`config.mk`:
```
export PLATFORM = sky130hd
export DESIGN_NAME = spi_exec_sequencer
export DESIGN_NICKNAME = d
export VERILOG_FILES = /design/src/rtl/spi_cpu_pkg.sv /design/src/rtl/spi_frame_rx.sv /design/src/rtl/spi_exec_sequencer.sv
export SDC_FILE = /design/constraint.sdc
export NUM_CORES = 1
export LEC_CHECK = 0
export CAP_MARGIN = 25
export CELL_PAD_IN_SITES_DETAIL_PLACEMENT = 2
export CELL_PAD_IN_SITES_GLOBAL_PLACEMENT = 2
export CORE_MARGIN = 1
export CORE_UTILIZATION = 34
export DETAILED_ROUTE_END_ITERATION = 8
export PLACE_DENSITY_LB_ADDON = 0.15
export SLEW_MARGIN = 10
export SYNTH_ARGS = -nofsm -noshare
export SYNTH_HDL_FRONTEND = slang
export SYNTH_SLANG_ARGS = --single-unit
```
`constraint.sdc`:
```
create_clock -name CLKin -period 1.9 [get_ports CLKin]
set_input_delay 0.38 -clock CLKin [delete_from_list [all_inputs] [get_ports CLKin]]
set_output_delay 0.38 -clock CLKin [all_outputs]
set_load 0.05 [all_outputs]
```
`src/rtl/spi_cpu_pkg.sv`:
```
// Shared definitions for the super simple SPI CPU: opcode map, sequencer
// state encoding and small decode helpers.
package spi_cpu_pkg;

    typedef enum logic [3:0] {
        OP_LDA  = 4'd0,
        OP_LDI  = 4'd1,
        OP_STA  = 4'd2,
        OP_AND  = 4'd3,
        OP_OR   = 4'd4,
        OP_LSH  = 4'd5,
        OP_RSH  = 4'd6,
        OP_CLR  = 4'd7,
        OP_SNZA = 4'd8,
        OP_SNZS = 4'd9,
        OP_ADD  = 4'd10,
        OP_SUB  = 4'd11,
        OP_XOR  = 4'd12,
        OP_INC  = 4'd13,
        OP_DEC  = 4'd14,
        OP_INV  = 4'd15
    } opcode_e;

    // Sequencer state encoding, kept as plain constants for legacy netlists.
    localparam logic [1:0] ST_IDLE       = 2'd0;
    localparam logic [1:0] ST_ISSUE      = 2'd1;
    localparam logic [1:0] ST_LOOP_ADD   = 2'd2;
    localparam logic [1:0] ST_LOOP_SHIFT = 2'd3;

    localparam int unsigned FRAME_W = 8;

    // Loop opcodes expand into N add/shift pairs instead of a single strobe.
    function automatic logic is_loop_op(input logic [3:0] op);
        return (op == OP_SNZA) || (op == OP_SNZS);
    endfunction

    function automatic logic is_clr_op(input logic [3:0] op);
        return op == OP_CLR;
    endfunction

endpackage

```
`src/rtl/spi_frame_rx.sv`:
```
// SPI mode-0 frame receiver: synchronises the host pins, deserialises 8-bit
// frames on MOSI and returns the accumulator snapshot on MISO.
module spi_frame_rx
    import spi_cpu_pkg::*;
#(
    parameter int unsigned SYNC_STAGES = 2
) (
    input  logic                 CLKin,
    input  logic                 RST,
    input  logic                 SCLK,
    input  logic                 CS_N,
    input  logic                 MOSI,
    input  logic [FRAME_W-1:0]   ACCout,
    output logic                 MISO,
    output logic                 frame_valid,
    output logic [FRAME_W-1:0]   frame
);

    // SYNC_STAGES must be at least 2 for the shift below.
    logic [SYNC_STAGES-1:0] sclk_sync;
    logic [SYNC_STAGES-1:0] cs_sync;
    logic [SYNC_STAGES-1:0] mosi_sync;
    logic                   sclk_prev;
    logic                   cs_prev;

    logic                   sclk_s;
    logic                   cs_s;
    logic                   mosi_s;
    logic                   sclk_rise;
    logic                   sclk_fall;
    logic                   cs_fall;

    logic [2:0]             bit_cnt;
    // rx keeps only the bits still needed; the full byte is formed at completion.
    logic [FRAME_W-2:0]     rx;
    // tx holds the bits not yet presented; MISO itself carries the current bit.
    logic [FRAME_W-2:0]     tx;

    assign sclk_s    = sclk_sync[SYNC_STAGES-1];
    assign cs_s      = cs_sync[SYNC_STAGES-1];
    assign mosi_s    = mosi_sync[SYNC_STAGES-1];
    assign sclk_rise = sclk_s & ~sclk_prev;
    assign sclk_fall = ~sclk_s & sclk_prev;
    assign cs_fall   = ~cs_s & cs_prev;

    always_ff @(posedge CLKin) begin
        if (RST) begin
            sclk_sync   <= '0;
            cs_sync     <= '1;
            mosi_sync   <= '0;
            sclk_prev   <= 1'b0;
            cs_prev     <= 1'b1;
            bit_cnt     <= '0;
            rx          <= '0;
            tx          <= '0;
            MISO        <= 1'b0;
            frame_valid <= 1'b0;
            frame       <= '0;
        end else begin
            sclk_sync   <= {sclk_sync[SYNC_STAGES-2:0], SCLK};
            cs_sync     <= {cs_sync[SYNC_STAGES-2:0], CS_N};
            mosi_sync   <= {mosi_sync[SYNC_STAGES-2:0], MOSI};
            sclk_prev   <= sclk_s;
            cs_prev     <= cs_s;
            frame_valid <= 1'b0;

            if (cs_fall) begin
                bit_cnt <= '0;
                tx      <= ACCout[FRAME_W-2:0];
                MISO    <= ACCout[FRAME_W-1];
            end else if (cs_s) begin
                // Deselect abandons any partial frame.
                bit_cnt <= '0;
            end else begin
                if (sclk_rise) begin
                    rx <= {rx[FRAME_W-3:0], mosi_s};
                    if (bit_cnt == 3'd7) begin
                        frame_valid <= 1'b1;
                        frame       <= {rx, mosi_s};
                        bit_cnt     <= '0;
                    end else begin
                        bit_cnt <= bit_cnt + 3'd1;
                    end
                end
                if (sclk_fall) begin
                    MISO <= tx[FRAME_W-2];
                    tx   <= {tx[FRAME_W-3:0], 1'b0};
                end
            end
        end
    end

endmodule

```
`src/rtl/spi_exec_sequencer.sv`:
```
// Instruction sequencer: issues received SPI frames to the decoder and
// expands SNZA/SNZS into alternating add/shift strobes.
module spi_exec_sequencer
    import spi_cpu_pkg::*;
#(
    parameter int unsigned COUNT_W     = 4,
    parameter int unsigned SYNC_STAGES = 2
) (
    input  logic         CLKin,
    input  logic         RST,
    input  logic         SCLK,
    input  logic         CS_N,
    input  logic         MOSI,
    output logic         MISO,
    input  logic [7:0]   ACCout,
    input  logic         SF,
    output logic [3:0]   opcode,
    output logic         exec_en,
    output logic         busy,
    output logic         overrun
);

    logic               frame_valid;
    logic [7:0]         frame;

    logic [1:0]         state_q;
    logic [3:0]         op_q;
    logic [COUNT_W-1:0] n_q;
    logic [COUNT_W-1:0] count_q;
    logic [3:0]         op_hold_q;
    logic               overrun_q;
    logic [3:0]         op_cur;

    // SF only matters to the datapath; it is brought in for debug probing.
    logic               sf_unused;
    assign sf_unused = SF;

    spi_frame_rx #(
        .SYNC_STAGES (SYNC_STAGES)
    ) u_frame_rx (
        .CLKin       (CLKin),
        .RST         (RST),
        .SCLK        (SCLK),
        .CS_N        (CS_N),
        .MOSI        (MOSI),
        .ACCout      (ACCout),
        .MISO        (MISO),
        .frame_valid (frame_valid),
        .frame       (frame)
    );

    assign busy    = (state_q != ST_IDLE);
    assign overrun = overrun_q;
    assign opcode  = op_cur;

    always_comb begin
        exec_en = 1'b0;
        op_cur  = op_hold_q;
        case (state_q)
            ST_ISSUE: begin
                if (!is_loop_op(op_q)) begin
                    exec_en = 1'b1;
                    op_cur  = op_q;
                end
            end
            ST_LOOP_ADD: begin
                exec_en = 1'b1;
                op_cur  = op_q;
            end
            ST_LOOP_SHIFT: begin
                exec_en = 1'b1;
                op_cur  = OP_LSH;
            end
            default: ;
        endcase
    end

    always_ff @(posedge CLKin) begin
        if (RST) begin
            state_q   <= ST_IDLE;
            op_q      <= '0;
            n_q       <= '0;
            count_q   <= '0;
            op_hold_q <= '0;
            overrun_q <= 1'b0;
        end else begin
            if (exec_en) begin
                op_hold_q <= op_cur;
            end

            case (state_q)
                ST_IDLE: begin
                    if (frame_valid) begin
                        op_q    <= frame[7:4];
                        n_q     <= COUNT_W'(frame[3:0]);
                        state_q <= ST_ISSUE;
                    end
                end
                ST_ISSUE: begin
                    if (is_loop_op(op_q)) begin
                        count_q <= n_q;
                        state_q <= (n_q == '0) ? ST_IDLE : ST_LOOP_ADD;
                    end else begin
                        state_q <= ST_IDLE;
                    end
                end
                ST_LOOP_ADD: begin
                    state_q <= ST_LOOP_SHIFT;
                end
                ST_LOOP_SHIFT: begin
                    count_q <= count_q - COUNT_W'(1);
                    state_q <= (count_q == COUNT_W'(1)) ? ST_IDLE : ST_LOOP_ADD;
                end
                default: state_q <= ST_IDLE;
            endcase

            // A frame landing while busy is lost; that outranks a concurrent CLR.
            if (frame_valid && busy) begin
                overrun_q <= 1'b1;
            end else if (state_q == ST_ISSUE && is_clr_op(op_q)) begin
                overrun_q <= 1'b0;
            end
        end
    end

endmodule

```
# Word level (Yosys, flattened, before mapping)
# Index checks and enable logic that the tools add are counted.
[word_totals] reg_bits=54 latchBits=0 ramBits=0 romBits=0 in_bits=14 out_inout_bits=8 elab_cells=76 n_memories=0
[op_classes] add_sub_neg=2 multipliers=0 div_mod_pow=0 order_cmp=0 n_eq_ne=11 shift=0 muxes=21 bitwise_logic=8 reduce_logical=17
[op_table] op="7-bit two-way mux" n=3
[op_table] op="4-bit case mux with 3 select lines" n=1
[op_table] op="4-bit equality test (second input constant)" n=2
[op_table] op="2-bit two-way mux" n=4
[op_table] op="4-bit two-way mux" n=2
[op_table] op="2-bit case mux with 4 select lines" n=1
[op_table] op="4-bit case mux with 2 select lines" n=1
[op_table] op="2-bit nonzero test" n=4
[op_table] op="1-bit two-way mux" n=7
[op_table] op="2-bit AND reduction" n=3
[op_table] op="1-bit NOT" n=5
[op_table] op="2-bit equality test (second input constant)" n=2
[op_table] op="4-bit by 1-bit equality test with 1-bit output (second input constant)" n=1
[op_table] op="4-bit by 3-bit equality test with 1-bit output (second input constant)" n=1
[op_table] op="4-bit zero test" n=1
[op_table] op="2-bit != test (second input constant)" n=2
[op_table] op="4-bit AND reduction" n=1
[op_table] op="4-bit OR reduction" n=1
[op_table] op="4-bit by 1-bit subtractor with 4-bit output (second input constant)" n=1
[op_table] op="3-bit by 1-bit adder with 3-bit output (second input constant)" n=1
[op_table] op="1-bit bitwise AND" n=3
[op_table] op="3-bit equality test (second input constant)" n=1
[op_table] op="3-bit two-way mux" n=1
[op_table] op="3-bit AND reduction" n=1
[op_table] op="other kinds (8)" n=9

# Logic depth before layout (Yosys ltp)
[logic_depth] depth_word=5 ltp_mapped=6 depth_no_buf=6

# Hierarchy
# From an unflattened synthesis, not the netlist that was laid out.
[hier_totals] cells_unflattened=240 area_unflattened_um2=2338.5
[by_module_without_submodules] module="spi_frame_rx" instances=1 cells_each=133 area_each_um2=1362.6 seq_area_each_um2=700.7
[by_module_without_submodules] module="spi_exec_sequencer" instances=1 cells_each=107 area_each_um2=975.9 seq_area_each_um2=380.4

# Least setup slack after synthesis
# Ideal clock, no wire load.
[synth_timing] path_type="reg2out" start="register state_q[0]" end="output opcode[3]" arrival_ns=1.879 required_ns=1.520 setup_slack_ns=-0.359 stages_incl_launch_ff=5 path_buffers=1 path_cell_list="dfxtp_1 -> buf_2 -> o211a_1 -> a21oi_1 -> o21ai_0"
[synth_via] elab_chain_len=2 word_cells_on_any_way=4 cone_classes="eq/ne: 3; mux: 1"
[synth_rtl] item="start, declared" line_no="spi_exec_sequencer.sv:26" source="logic [1:0] state_q;"
[synth_rtl] item="start signal, assigned" line_no="spi_exec_sequencer.sv:102" source="state_q <= (n_q == '0) ? ST_IDLE : ST_LOOP_ADD;"
[synth_rtl] item="start signal, assigned" line_no="spi_exec_sequencer.sv:112" source="state_q <= (count_q == COUNT_W'(1)) ? ST_IDLE : ST_LOOP_ADD;"
[synth_rtl] item="2-bit equality test or 2-bit by 1-bit equality test with 1-bit output (tied branches)" line_no="spi_exec_sequencer.sv:59" source="case (state_q)"
[synth_rtl] item="4-bit case mux with 3 select lines *" line_no="spi_exec_sequencer.sv:59"
[synth_rtl] item="end, declared" line_no="spi_exec_sequencer.sv:17" source="output logic [3:0] opcode,"
# Mark *: on every way between the ends. The rest lies on a longest branch, timed or not.

# Final worst setup path
[layout_timing] start="register op_q[1]" end="output opcode[0]"
[layout_via] elab_chain_len=4 word_cells_on_any_way=5 cone_classes="eq/ne: 2; mux: 2; reduce/logical: 1"
[layout_rtl] item="start, declared" line_no="spi_exec_sequencer.sv:27" source="logic [3:0] op_q;"
[layout_rtl] item="start signal, assigned" line_no="spi_exec_sequencer.sv:94" source="op_q <= frame[7:4];"
[layout_rtl] item="4-bit equality test" line_no="spi_cpu_pkg.sv:34" source="return (op == OP_SNZA) || (op == OP_SNZS);"
[layout_rtl] item="1-bit logical OR *" line_no="spi_cpu_pkg.sv:34"
[layout_rtl] item="4-bit two-way mux *" line_no="spi_exec_sequencer.sv:61" source="if (!is_loop_op(op_q)) begin"
[layout_rtl] item="4-bit case mux with 3 select lines *" line_no="spi_exec_sequencer.sv:59"
# Marks and branches as above.

==> summary.md <==
| Metric | Value |
|---|---|
| Commonest cells after routing, fill and taps aside | dfxtp_1 (49), nand2_1 (47), a21oi_1 (33), nor2_1 (18), buf_4 (14) |
| Clock insertion delay at the later pin of the skew report | 0.31 ns |
| Wire per inst | 16.0 µm |
| Max Slew Vio Count | 0 |
| Routability cong. | 0.747 |
| Share of flip-flops with an asynchronous set or reset | 0% |
| Syn Area/Cell | roughly 8.6 µm² |
| First-pass GRT wire length | 9.05 mm |
| Final period utilization | 102% |
| TritonRoute pass-1 iters | 4 |
| Area occupied by multi-input gates | 1080 µm² |
| Net switching power | between 400 and 500 µW |
| Register area | 1090 µm² |
| Synthesized flop and latch total | 54 |
| Slowest-stage cell, CP | or3b_4 |
| Failing checks | setup timing |
| Clk slew on worst S/H paths | 0.10 ns |
| Largest net degree at the start of global routing | 29 |
| Kind of critical path | reg2out |
| Flop pwr share | 60.0% |
| Int Power | 1490 µW |
| Num CTS Buffers | 5 |
| Vias | 1,845 |
| Most frequent CP cell | a21oi_2 |
| Max incr delay on CP | 0.40 ns |
| Fmax | 515 MHz |
| Fin nets | approximately 300 |
| Row cnt | 29 |
| Setup violators final | 2 |
| Min cycle time layout | 1.94 ns |
| I/O pin total | 22 |
| Initial Utilization | a little over a third |
| CP Max Fanout | 2 |
| Root Buffer | clkbuf_8 |
| Tightest Pin Transition | 0.515 ns |
| Gate power share | 5.1% |
| Ant. Diodes | 0 |
| WL final | 5.90 mm |
| CTS tree | yes |
| CP required | 1.52 ns |
| Vias in the first global route | 1,820 |
| Status | complete, but fails checks |
| Static Leak | 0.00105 µW |
| Die ar. | around 6800 µm² |
| Total Power | 1930 µW |
| H-tree depth | 2 |
| EDFF count, synth | 0 |
| Final WS setup | -0.0427 ns |
| Core ar. | 6310 µm² |
| Placed Area | about 2600 µm² |
| Routed Antenna Nets | 0 |
| Min-Delay Path Class | reg2reg |
| Total grt overflow | 0 |
| TritonCTS Sinks | between 50 and 60 |
| Crit-path cells | or3b_4 -> a21oi_2 -> nor2_2 -> a21oi_2 -> buf_12 |
| # DRC | 0 |
| Share of layout cells above drive strength 1 | 18.9% |
| PD cells | 688 nW/µm² |
| Synth warn | 0 |
| Leading cell type in the layout, fill and taps excluded | dfxtp_1 |
| Sequential share of the synthesized area | 48.9% |
| Overall Global Routing Usage | 18.0% |
| Max-Cap Viols | 0 |
| Total nets after synthesis | 276 |
| Cells after Synth | 258 |
| Die Height | 82.6 µm |
| Via/cell ratio | approximately 5 |
| DP HPWL | 3.76 mm |
| Distinct cell type count after synthesis | 34 |
| Sw frac | a little under a quarter |
| Post-route design area | 2810 µm² |
| RSZ-0062 raised after global routing | true |
| Initial drt markers | 26 |
| Critical Path Start Type | flip-flop |
| Worst Setup End Kind | primary output |
| Peak supply drop | 0.000342 V |
| Most used DFF post-synth | dfxtp_1 |
| Chip width | 82.6 µm |
| Max-slew headroom | 65.6% |
| FILL cells | ~700 |
| Setup Skew | 0.0108 ns |
| Post-CTS Hold Fix Bufs | 0 |
| Final Hold Vio Count | 0 |
| Number of antenna violations at the first check in global routing | 0 |
| Maximum clock path buffer count | 2 |
| Syn Std Cell Area | around 2200 µm² |
| P&R area growth vs syn | 27.3% |
| Clk network pwr share | 34.9% |
| Critical path arrival | 1.56 ns |
| Port Buffers | 20 |
-- Yosys cell counts (5+ instances only) --
master    count  area, µm²
mux2i_1      11        110
nand3_1       9       45.0
nor2_1       19       71.3
nand2_1      47        176
a211oi_1     10       75.1
a21oi_1      37        185
dfxtp_1      54       1080
nor2b_1      10       62.6
nor3_1        5       25.0
clkbuf_1     10       37.5
inv_1         7       26.3
-- per-layer routing --
layer	routed length, µm	global-route usage, %
met1	2730	22.4
met2	2940	30.1
met3	125	3.96
met4	108	7.07
met5	0	0
-- power by group through the flow --
stage               combinational (µW)  sequential, µW  clock, µW
floorplan                         55.2            1190          0
global placement                  98.4            1190          0
detailed placement                 100            1190          0
CTS                                101            1160        711
global route                       108            1160        765
finish                            99.1            1160        675
-- layout make-up --
type	instances	area share [%]
clock buffer	7	3.07
clock inverter	1	0.178
inverter	7	0.934
multi-input combinational	183	38.6
sequential	54	38.8
tap	77	3.43
timing repair buffer	39	15.0
-- critical path, delay by kind of cell, from the launching register on --
family | cells | cell delay (ns)
simple gates | 2 | 0.46
buf+inv | 1 | 0.15
compound gates | 2 | 0.29
flops | 1 | 0.34
-- path summary, 6_finish.rpt --
path,depth (start not counted),slack (ns),startpoint,endpoint
setup / recovery,5,-0.04,op_q[1]$_SDFFE_PP0P_,opcode[0]
hold / removal,1,0.45,u_frame_rx.cs_sync[0]$_SDFF_PP1_,u_frame_rx.cs_sync[1]$_SDFF_PP1_
setup reg to reg,7,0.37,op_q[3]$_SDFFE_PP0P_,count_q[3]$_SDFFE_PP0P_
hold reg to reg,1,0.45,u_frame_rx.cs_sync[0]$_SDFF_PP1_,u_frame_rx.cs_sync[1]$_SDFF_PP1_
-- what timing repair did --
action | in CTS | in global routing
setup endpoints to repair | 5 | 7
gates resized for setup | 13 | 11
setup buffers | 3 | 4
pin swaps | 2 | 3
-- cell families after synthesis --
family / Yosys count / share of synthesized area, %
adders and majority gates: 4 / 2.27
buffers and inverters: 21 / 3.79
AOI/OAI and AO/OA: 59 / 15.9
and+or+nand+nor: 109 / 24.1
muxes: 11 / 4.98
DFF: 54 / 48.9
-- per-stage QoR --
| step | TNS (ns) | instances | util [%] | hold slack (ns) | setup slack, ns |
|---|---|---|---|---|---|
| floorplan | 0 | 258 | - | 0.389 | 0.0315 |
| global placement | 0 | 353 | 41.2 | 0.428 | 0.223 |
| detailed placement | 0 | 353 | 41.2 | 0.448 | 0.216 |
| CTS | -0.0592 | 364 | 43.5 | 0.462 | -0.0455 |
| global route | -0.323 | 368 | 44.6 | 0.476 | -0.130 |
| finish | -0.0742 | 368 | 44.6 | 0.453 | -0.0427 |
-- state kept, by name, summed over array words and instances, names as in the netlist --
signal	cells
u_frame_rx.frame	8
u_frame_rx.rx	7
u_frame_rx.tx	7
count_q	4
n_q	4
op_hold_q	4
op_q	4
u_frame_rx.bit_cnt	3
state_q	2
u_frame_rx.cs_sync	2
u_frame_rx.mosi_sync	2
u_frame_rx.sclk_sync	2
overrun	1
u_frame_rx.MISO	1
u_frame_rx.cs_prev	1
u_frame_rx.frame_valid	1
u_frame_rx.sclk_prev	1
Power figures use the tool's default switching activity.
==> RTL change 1: new RTL, same flow settings <==
Add an input register stage for `CS_N`, `MOSI`, `ACCout` and `SF`; this delays them by one clock.
--- a/src/rtl/spi_exec_sequencer.sv
+++ b/src/rtl/spi_exec_sequencer.sv
@@ -20,6 +20,18 @@
     output logic         overrun
 );
 
+    logic CS_N_q;
+    logic MOSI_q;
+    logic [7:0] ACCout_q;
+    logic SF_q;
+
+    always_ff @(posedge CLKin) begin
+        CS_N_q   <= CS_N;
+        MOSI_q   <= MOSI;
+        ACCout_q <= ACCout;
+        SF_q     <= SF;
+    end
+
     logic               frame_valid;
     logic [7:0]         frame;
 
@@ -33,7 +45,7 @@
 
     // SF only matters to the datapath; it is brought in for debug probing.
     logic               sf_unused;
-    assign sf_unused = SF;
+    assign sf_unused = SF_q;
 
     spi_frame_rx #(
         .SYNC_STAGES (SYNC_STAGES)
@@ -41,9 +53,9 @@
         .CLKin       (CLKin),
         .RST         (RST),
         .SCLK        (SCLK),
-        .CS_N        (CS_N),
-        .MOSI        (MOSI),
-        .ACCout      (ACCout),
+        .CS_N        (CS_N_q),
+        .MOSI        (MOSI_q),
+        .ACCout      (ACCout_q),
         .MISO        (MISO),
         .frame_valid (frame_valid),
         .frame       (frame)
Check against the original RTL: not equivalent (Yosys sat finds a counterexample within 4 cycles, from zero or initial values and one cycle with RST high).
==> RTL change 1 against the unedited design <==
  * The run still ends with negative setup slack left
  * Register-to-register slack worse by 0.07 ns
  * Routed wire length is 7.7% lower
  * Area after synthesis is 8.7% higher
  * Worst setup slack worse by 0.13 ns
  * Non-clock buffer count is 5 lower
  * Cell count is 7.1% higher
  * Design area is 7.0% higher
  * Sequential cell count is 10 higher
  * Count of clock-buffer cells in the layout is 2 higher
  * Via count is 3.8% higher
  * Clock skew is 0.0032 ns lower
  * Total power is 36% higher
  * Critical endpoint unchanged
==> RTL change 1: results (changes against the unedited design) <==
| Metric | Value |
|---|---|
| Routed length on met3 | 142 µm (+14%) |
| Arr. time, crit path | 1.69 ns (+0.13 ns) |
| Skew final | 0.00758 ns (-0.00322 ns) |
| Hold Slack | 0.414 ns (-0.0392 ns) |
| H-tree levels | 3 (+1) |
| Hold endpoint | u_frame_rx.cs_sync[0]$_SDFF_PP1_ |
| Commonest cells in the netlist | dfxtp_1, nand2_1, a21oi_1 |
| Vias | 1,916 (+3.8%) |
| Setup violations, final | 1 (-1) |
| 1st-iter DRT viols | 64 (+150%) |
| Worst vdd ir | 384 µV (+12%) |
| Post-synth cell types | 41 (+21%) |
| Total CTS buffers | 9 (+4) |
| Final TNS setup | -0.170 ns (-0.0958 ns) |
| Met2 WL | 2780 µm (-5.3%) |
| Global-route wire length before repair | 9340 µm (+3.2%) |
| Largest net degree at the start of global routing | 32 (+10%) |
| Register area share after synthesis | 53.4% (+4.4 points) |
| Total track usage | 16.2% (-1.7 points) |
| Layout filler cell count | 716 (+2.4%) |
| Terminus of the critical flop-to-flop path | count_q[0]$_SDFFE_PP0P_ |
| Largest cells by area after synthesis | dfxtp_1, nand2_1, a21oi_1 |
| Outcome | complete, but fails checks |
| Worst r2r src | state_q[0]$_SDFFE_PP0P_ |
| ANT cells | 0 (unchanged) |
| Crit-path max FO | 2 (unchanged) |
| DPL Wire Length | 3700 µm (-1.8%) |
| Slack of the worst reg-to-reg path | 0.30 ns (-0.07 ns) |
| Post-Route WL | 5440 µm (-7.7%) |
| Port Buffers | 20 (unchanged) |
| Final net count | 311 (+0.97%) |
| Worst-Skew Late Latency | 0.34 ns (+0.03 ns) |
| Worst Hold Launch | CS_N_q$_DFF_P_ |
| Antenna violations before repair | 0 (unchanged) |
| Hold path depth | 1 (unchanged) |
| Root Driver | clkbuf_8 |
| Failing checks | negative setup slack |
| CTS Buffer Depth | 2 (unchanged) |
| PnR worst setup slack | -0.170 ns (-0.127 ns) |
| Post-DP Area | 0.00275 mm² (+5.6%) |
| Warnings from Yosys | 0 (unchanged) |
| Gpl congestion | 0.697 (-6.8%) |
| Regs by FF count | ACCout_q x8, u_frame_rx.frame x8 |
| Fraction of layout cells with a size suffix above 1 | 17.1% (-1.8 points) |
| Synthesized net count | 279 (+1.1%) |
| DRT Pass-1 Iters | 4 (unchanged) |
| Area delta synth->final | 25.3% |
| Vias in the first global route | 2,083 (+14%) |
| Worst r2r path cells | 5 (-2) |
| Pleak | 0.00114 µW (+8.6%) |
| Pre-CTS worst setup slack | 0.146 ns (-0.0697 ns) |
| Slew @ Worst Pin | 0.573 ns (+0.0586 ns) |
| Clk slew on worst S/H paths | 0.08 ns (-0.02 ns) |
| Met1 wire length | 2470 µm (-9.6%) |
-- RTL change 1: critical path, stage by stage, from the launching register on --
cell     delay (ns)
dfxtp_2        0.34
or3b_1         0.36
a21oi_2        0.17
mux2_4         0.33
buf_6          0.15
-- RTL change 1: per-stage QoR --
stage,total power [µW],instances
after floorplan,1460,261
after global placement,1500,374
after detailed placement,1500,374
after CTS,2660,390
after global routing,2730,394
final,2620,394
-- RTL change 1: how the worst max path moves through the flow --
stage                     end                    start  slack (ns)
finish              opcode[0]     op_q[3]$_SDFFE_PP0P_       -0.17
detailed placement  opcode[0]     op_q[1]$_SDFFE_PP0P_        0.15
global placement    opcode[0]     op_q[1]$_SDFFE_PP0P_        0.14
CTS                 opcode[0]     op_q[3]$_SDFFE_PP0P_       -0.18
floorplan           opcode[3]  state_q[1]$_SDFFE_PP0P_        0.13
global route        opcode[0]     op_q[3]$_SDFFE_PP0P_       -0.24
-- RTL change 1: logic make-up (layout without fill, tap and decap cells) --
| logic type | after synthesis | count (layout) | synth area share, % |
|---|---|---|---|
| compound gates | 55 | 55 | 14.1 |
| simple gates | 104 | 104 | 21.3 |
| flops | 64 | 64 | 53.4 |
| xor+xnor | 1 | 1 | 0.365 |
| buf+inv | 21 | 58 | 3.49 |
| fa+ha+maj | 4 | 4 | 2.08 |
| mux | 12 | 12 | 5.26 |
-- RTL change 1: routing by layer --
layer | GRT usage (%) | vias up
li1 | - | 956
met1 | 19.1 | 928
met2 | 27.8 | 27
met3 | 4.23 | 5
met4 | 6.97 | 0
met5 | 0 | -
-- RTL change 1: repair_timing --
item / in CTS / in global routing
endpoints found under the setup margin: 4 / 6
hold buffers: 0 / 0
buffers inserted: 0 / 4
pin swaps: 2 / 2
resized for setup: 5 / 10
gates cloned: 0 / 0
-- RTL change 1: power breakdown --
part | internal, µW | switching (µW) | leakage [µW] | total, µW
registers | 1370 | 12.5 | 0.000523 | 1380
clock network | 605 | 550 | 0.0000952 | 1150
logic | 45.1 | 43.9 | 0.000518 | 89.1
total | 2020 | 606 | 0.00114 | 2620
-- RTL change 1: final cells by class --
type                       count  share of cell area [%]
clock buffer                   9                    4.12
inverter                       8                   0.998
multi-input combinational    176                    34.6
timing repair buffer          34                    11.1
clock inverter                 7                    2.41
sequential                    64                    42.8
tap                           96                    3.99
==> RTL change 2: new RTL, config.mk and constraints unchanged <==
Made on the original files. Change the parameter `COUNT_W` from 4 to 6.
--- a/src/rtl/spi_exec_sequencer.sv
+++ b/src/rtl/spi_exec_sequencer.sv
@@ -3,7 +3,7 @@
 module spi_exec_sequencer
     import spi_cpu_pkg::*;
 #(
-    parameter int unsigned COUNT_W     = 4,
+    parameter int unsigned COUNT_W     = 6,
     parameter int unsigned SYNC_STAGES = 2
 ) (
     input  logic         CLKin,
Formal check against the unedited RTL: same outputs for any inputs over 10 cycles, from zero or initial values and one cycle with RST high; that may be too few to reach the edited logic, so the function may still have changed.
==> RTL change 2 against the unedited design <==
  * The flow finishes with violations (design-rule violations, negative setup slack)
  * Area after synthesis increased by 5.6%
  * Total power increased by 5.0%
  * Worst setup slack lost 0.080 ns
  * Non-clock buffer count grew 5
  * First-iteration DRC count increased to 2.7 times the old value
  * Register-to-register slack got worse by 0.05 ns
  * Sequential cell count up 2
  * Via count grew 7.6%
  * Sequential power grew 3%
  * Routed wire length up 6.3%
  * Design area is 4.7% higher
==> RTL change 2: results (changes against the unedited design) <==
| Metric | Value |
|---|---|
| Pre-CTS worst setup slack | 0.0719 ns (-0.144 ns) |
| Failing checks | design-rule violations, negative setup slack |
| GR Util met1 | 24.2% (+1.9 points) |
| Met1 wire length | 3090 µm (+13%) |
| Mux cell area share after synthesis | 3.86% (-1.1 points) |
| Worst vdd ir | 346 µV (+1.3%) |
| Post-synth cell types | 41 (+21%) |
| Wire length per cell | 16.4 µm (+2.4%) |
| Commonest cells in the netlist | dfxtp_1, nand2_1, a21oi_1 |
| Post-Route WL | 6270 µm (+6.3%) |
| Register area share after synthesis | 48.0% (-0.88 points) |
| Slew @ Worst Pin | 0.513 ns (-0.00201 ns) |
| Routing usage on met2 | 29.9% (-0.15 points) |
| Arr. time, crit path | 1.64 ns (+0.08 ns) |
| Largest cells by area after synthesis | dfxtp_1, nand2_1, a21oi_1 |
| DRT Pass-1 Iters | 6 (+2) |
| PnR worst setup slack | -0.122 ns (-0.0796 ns) |
| Skew final | 0.00789 ns (-0.00291 ns) |
| 1st-iter DRT viols | 69 (+170%) |
| Outcome | complete, but fails checks |
| Vias in the first global route | 2,134 (+17%) |
| Cells after DPL | 366 (+3.7%) |
| DPL Wire Length | 4100 µm (+8.9%) |
| Post-synthesis compound-gate area fraction | 15.4% (-0.47 points) |
| PostCTS Resize Cnt | 14 (+1) |
| Fraction of layout cells with a size suffix above 1 | 19.7% (+0.77 points) |
| Post-CTS setup buffers | 4 (+1) |
| Largest net degree at the start of global routing | 23 (-21%) |
| DRC Markers | 3 (+3) |
| Layout filler cell count | 704 (+0.72%) |
| Global-route wire length before repair | 10,300 µm (+14%) |
| Met2 WL | 2990 µm (+1.8%) |
| Setup violations, final | 3 (+1) |
-- RTL change 2: worst max-delay path, delay by kind of cell (launching register included) --
kind	cells	cell delay [ns]
simple gates	2	0.51
flops	1	0.35
buf+inv	2	0.29
compound gates	2	0.20
-- RTL change 2: cell type report --
| cell class | instances | area [µm²] | share of cell area [%] |
|---|---|---|---|
| Tap cell | 77 | 96.3 | 3.27 |
| Timing Repair Buffer | 44 | 442 | 15.0 |
| Sequential cell | 56 | 1130 | 38.4 |
| Multi-Input combinational cell | 192 | 1150 | 39.1 |
| Clock inverter | 1 | 30.0 | 1.02 |
| Inverter | 7 | 26.3 | 0.892 |
| Clock buffer | 5 | 68.8 | 2.34 |
-- RTL change 2: final timing paths --
kind / from / to / slack [ns] / cells after the start
setup / recovery: op_q[3]$_SDFFE_PP0P_ / opcode[0] / -0.12 / 6
hold / removal: u_frame_rx.cs_sync[0]$_SDFF_PP1_ / u_frame_rx.cs_sync[1]$_SDFF_PP1_ / 0.42 / 1
setup reg to reg: op_q[1]$_SDFFE_PP0P_ / count_q[3]$_SDFFE_PP0P_ / 0.32 / 7
hold reg to reg: u_frame_rx.cs_sync[0]$_SDFF_PP1_ / u_frame_rx.cs_sync[1]$_SDFF_PP1_ / 0.42 / 1
-- RTL change 2: cells by family (layout without fill, tap and decap cells) --
logic type	count (synthesis)	count (layout)
flops	56	56
fa+ha+maj	4	4
simple gates	118	118
buf+inv	25	57
xor+xnor	2	2
compound gates	59	59
mux	9	9
-- RTL change 2: through the flow --
step                instance area, µm²  setup TNS [ns]
floorplan                         2350               0
global placement                  2710               0
detailed placement                2710               0
CTS                               2880          -0.146
global route                      2950          -0.463
finish                            2950          -0.230
-- RTL change 2: power breakdown --
part,internal (µW),switching (µW)
Clock,379,365
Sequential,1190,9.38
Combinational,45.0,45.1
Total,1610,420
